### src/rtl/dmem_pkg.sv
// Shared definitions for the data-memory arbiter: funct3 codes, MMIO window
// defaults and the response-tracking record.
package dmem_pkg;

    localparam logic [2:0] F3_LB  = 3'b000;
    localparam logic [2:0] F3_LH  = 3'b001;
    localparam logic [2:0] F3_LW  = 3'b010;
    localparam logic [2:0] F3_LBU = 3'b100;
    localparam logic [2:0] F3_LHU = 3'b101;
    localparam logic [2:0] F3_SB  = 3'b000;
    localparam logic [2:0] F3_SH  = 3'b001;
    localparam logic [2:0] F3_SW  = 3'b010;

    localparam logic [31:0] MMIO_BASE_DEFAULT = 32'h1000_0000;
    localparam int unsigned MMIO_SIZE_DEFAULT = 1024;
    localparam int unsigned MMIO_ADDR_W       = 10;

    // byte_off rides along with the record so the load can be lane-shifted later
    typedef struct packed {
        logic       valid;
        logic       owner;
        logic       is_mmio;
        logic [2:0] funct3;
        logic       err;
        logic [1:0] byte_off;
    } resp_t;

    function automatic logic access_ok(input logic [2:0] funct3, input logic [1:0] byte_off);
        logic ok;
        case (funct3)
            F3_LB, F3_LBU: ok = 1'b1;
            F3_LH, F3_LHU: ok = (byte_off[0] == 1'b0);
            F3_LW:         ok = (byte_off == 2'b00);
            default:       ok = 1'b0;
        endcase
        return ok;
    endfunction

endpackage

### src/rtl/load_extend.sv
// Lane-selects and sign/zero-extends a raw 32-bit memory word for a RISC-V load.
// Shared with the core's writeback stage.
module load_extend
    import dmem_pkg::*;
(
    input  logic [31:0] raw,
    input  logic [2:0]  funct3,
    input  logic [1:0]  byte_off,
    output logic [31:0] data
);

    logic [31:0] shifted;

    always_comb begin
        shifted = raw >> {byte_off, 3'b000};
        data    = shifted;
        case (funct3)
            F3_LB:   data = {{24{shifted[7]}}, shifted[7:0]};
            F3_LH:   data = {{16{shifted[15]}}, shifted[15:0]};
            F3_LBU:  data = {24'b0, shifted[7:0]};
            F3_LHU:  data = {16'b0, shifted[15:0]};
            default: data = shifted;
        endcase
    end

endmodule

### config.mk
export PLATFORM = sky130hd
export DESIGN_NAME = load_extend
export DESIGN_NICKNAME = d
export VERILOG_FILES = /design/src/rtl/dmem_pkg.sv /design/src/rtl/load_extend.sv
export SDC_FILE = /design/constraint.sdc
export NUM_CORES = 1
export LEC_CHECK = 0
export ABC_AREA = 1
export ABC_CLOCK_PERIOD_IN_PS = 2200
export CORE_ASPECT_RATIO = 1.75
export CORE_MARGIN = 1.5
export CORE_UTILIZATION = 39
export DETAILED_ROUTE_END_ITERATION = 12
export GPL_ROUTABILITY_DRIVEN = 0
export PLACE_DENSITY = 0.95
export SETUP_SLACK_MARGIN = 0.2
export SKIP_LAST_GASP = 1
export SLEW_MARGIN = 15
export SYNTH_ARGS = -nofsm -noshare
export SYNTH_HDL_FRONTEND = slang
export SYNTH_SLANG_ARGS = --single-unit
### constraint.sdc
create_clock -name vclk -period 2.2
set_input_delay 0.44 -clock vclk [all_inputs]
set_output_delay 0.44 -clock vclk [all_outputs]
set_load 0.01 [all_outputs]
==> results_dict.tcl <==
set metrics [dict create \
    overflow 0 \
    hold_viol_final 0 \
    relSlewSlack_pct 80.42 \
    syn_area_um2 920.9 \
    start_util_pct 40.51 \
    cp-startpoint "byte_off[0]" \
    end_kind "output pin" \
    io_buffer_count 69 \
    num_rows 23 \
    core_mm2 0.002273 \
    drtIter0Drc 52 \
    maxCapViolCount 0 \
    grt_use_total_pct 33.35 \
    powerDensity_mw_per_mm2 223.6 \
    slowest_delay_ns 0.23 \
    post-route-cell-area_mm2 0.001849 \
    finalCritPeriodShare_pct 91.75 \
    fmax_ghz 0.4954 \
    synthSimpleGateAreaFrac_pct 58.97 \
    syn-mean-instance-area_um2 5.828 \
    grt_max_degree 43 \
    area_growth_pct 100.8 \
    path_delay_family "buffers and inverters" \
    first_pass_iters 4 \
    critPathArrivalTime_ns 1.58 \
    ys_seq_area_share_pct 0 \
    placed_cell_area_mm2 0.001682 \
    synth_top_cell_area_share_pct 19.57 \
    die_h_um 67.28 \
    n_antenna_cell 0 \
    setup_viol 0 \
    synth_cell_types 22 \
    hold_path_class "input port to output pin" \
    antenna_found_initial 0 \
    rsz0062_at_grt "true" \
    finalCriticalPeriod_ns 2.018 \
    drv_slew 0 \
    synthCells 158 \
    path_class "input port to output pin" \
    critPathRequiredTime_ns 1.76 \
    post-route-util_pct 81.34 \
    worstHoldStart "byte_off[1]" \
    grt_pass1_vias 1523 \
    design.die.area_mm2 0.002673 \
    grt_first_pass_wirelength_um 6423 \
    drc 0 \
    worst_pin_slew_ns 0.2923 \
    outcome "completed" \
    ios 69 \
    synth.area.mux_share_pct 0 \
    synth.area.top_cells "nand2_1 20%, nand3_2 18%, o211ai_1 11%" \
    wire_per_inst_um 16.81 \
    synth-compound-area-share_pct 24.73 \
    seq_cells 0 \
    crit_path_top_delay_cell "clkdlybuf4s15_1" \
    finalSetupTns_ns 0 \
    fill_cells 150 \
    synth_top_family_by_area "simple AND/OR/NAND/NOR gates" \
    seq_area_um2 0 \
    syn-num-nets 195 \
    route.vias.total 1541 \
    num-clock-buffers 0 \
    drive_gt1_share_pct 40.33 \
    cp_max_fo 5 \
    path_cells "buf_6 > buf_6 > inv_8 > buf_4 > nand2_2 > nand2_2 > nand3_4 > buf_4 > nand3_2 > clkdlybuf4s15_1" \
    nNetsFinal 282 \
    synth_area_leader_cell "nand2_1" \
    cp-start-kind "input port" \
    leakagePower_uw 0.001002 \
    peakVddDrop_uv 117.8 \
    hpwl_um 2693 \
    ant_nets 0 \
    yosys_warnings 0 \
    synth_fa_ha_area_share_pct 0 \
    routed_via_density 5.750 \
    cp.buffers_inverters 6 \
    die_w_um 39.73 \
    wl_um 4506 \
    synthXorXnorAreaFrac_pct 0 \
]
cell families after synthesis:
family | count (synthesis)
AO/OA/AOI/OAI | 35
buffers and inverters | 24
AND/OR/NAND/NOR | 99
timing repair:
action | in CTS | in global routing
gates cloned | 3 | 0
setup endpoints to repair | 32 | 30
resized for setup | 131 | 39
hold buffers | 0 | 0
pin swaps | 5 | 6
setup buffers | 9 | 2
endpoints found under the hold margin | 0 | 0
through the flow:
step / total power, uW / hold WS (ns) / setup WS, ns / std cells
CTS: 390.7 / 1.463 / 0.1295 / 266
floorplan: 177.2 / 1.032 / 0.6141 / 158
global placement: 388.2 / 1.890 / -0.4979 / 254
detailed placement: 393.5 / 1.890 / -0.5499 / 254
global route: 441.6 / 1.476 / 0.1345 / 268
finish: 413.5 / 1.449 / 0.1815 / 268
power by group:
part,switching [uW],leakage (uW),internal [uW]
logic,204,0.00100,209
registers,0,0,0
clock network,0,0,0
cell usage in the layout (no fill, tap or decap), types with 3 or more instances in the layout:
cell | synthesis | final
nand2_4 | 1 | 4
o21ai_0 | 7 | 7
buf_2 | 7 | 16
buf_4 | 2 | 16
clkdlybuf4s15_1 | 0 | 5
nand3_2 | 17 | 15
nand3_4 | 1 | 5
a22oi_1 | 7 | 7
clkbuf_2 | 0 | 8
buf_12 | 0 | 3
buf_6 | 3 | 14
a21oi_1 | 7 | 7
nor2_1 | 10 | 10
o211ai_1 | 14 | 14
nand2_2 | 5 | 4
nand3_1 | 13 | 11
clkdlybuf4s50_1 | 0 | 28
nand2_1 | 48 | 46
inv_1 | 8 | 7
final timing paths:
kind                    to  cells past startpoint
hold / removal     data[1]                      4
setup / recovery  data[31]                     10
Yosys cell counts (3+ instances only):
library cell and instances:
o211ai_1 14, nor2_1 10, buf_2 7, nand3_2 17, a21oi_1 7, nand2_1 48, buf_6 3, o21ai_0 7
inv_1 8, nand2_2 5, a22oi_1 7, nand3_1 13
worst min-delay path, stage by stage:
cell and delay [ns]:
buf_2 0.15, buf_4 0.21, a22oi_1 0.08, clkbuf_2 0.13
final cells by class:
| type | instances | area, um2 | share of cell area [%] |
|---|---|---|---|
| timing repair buffer | 98 | 930.9 | 50.34 |
| tap | 25 | 31.28 | 1.691 |
| multi-input combinational | 134 | 835.8 | 45.20 |
| inverter | 11 | 51.30 | 2.774 |
layer usage:
metal  global-route usage (%)  part of all wire, %
met1                    30.56                   33
met4                    20.26                  7.5
met3                    2.303                  4.2
met2                    64.55                   56
met5                        0                    0
(Power assumes the default switching activity.)
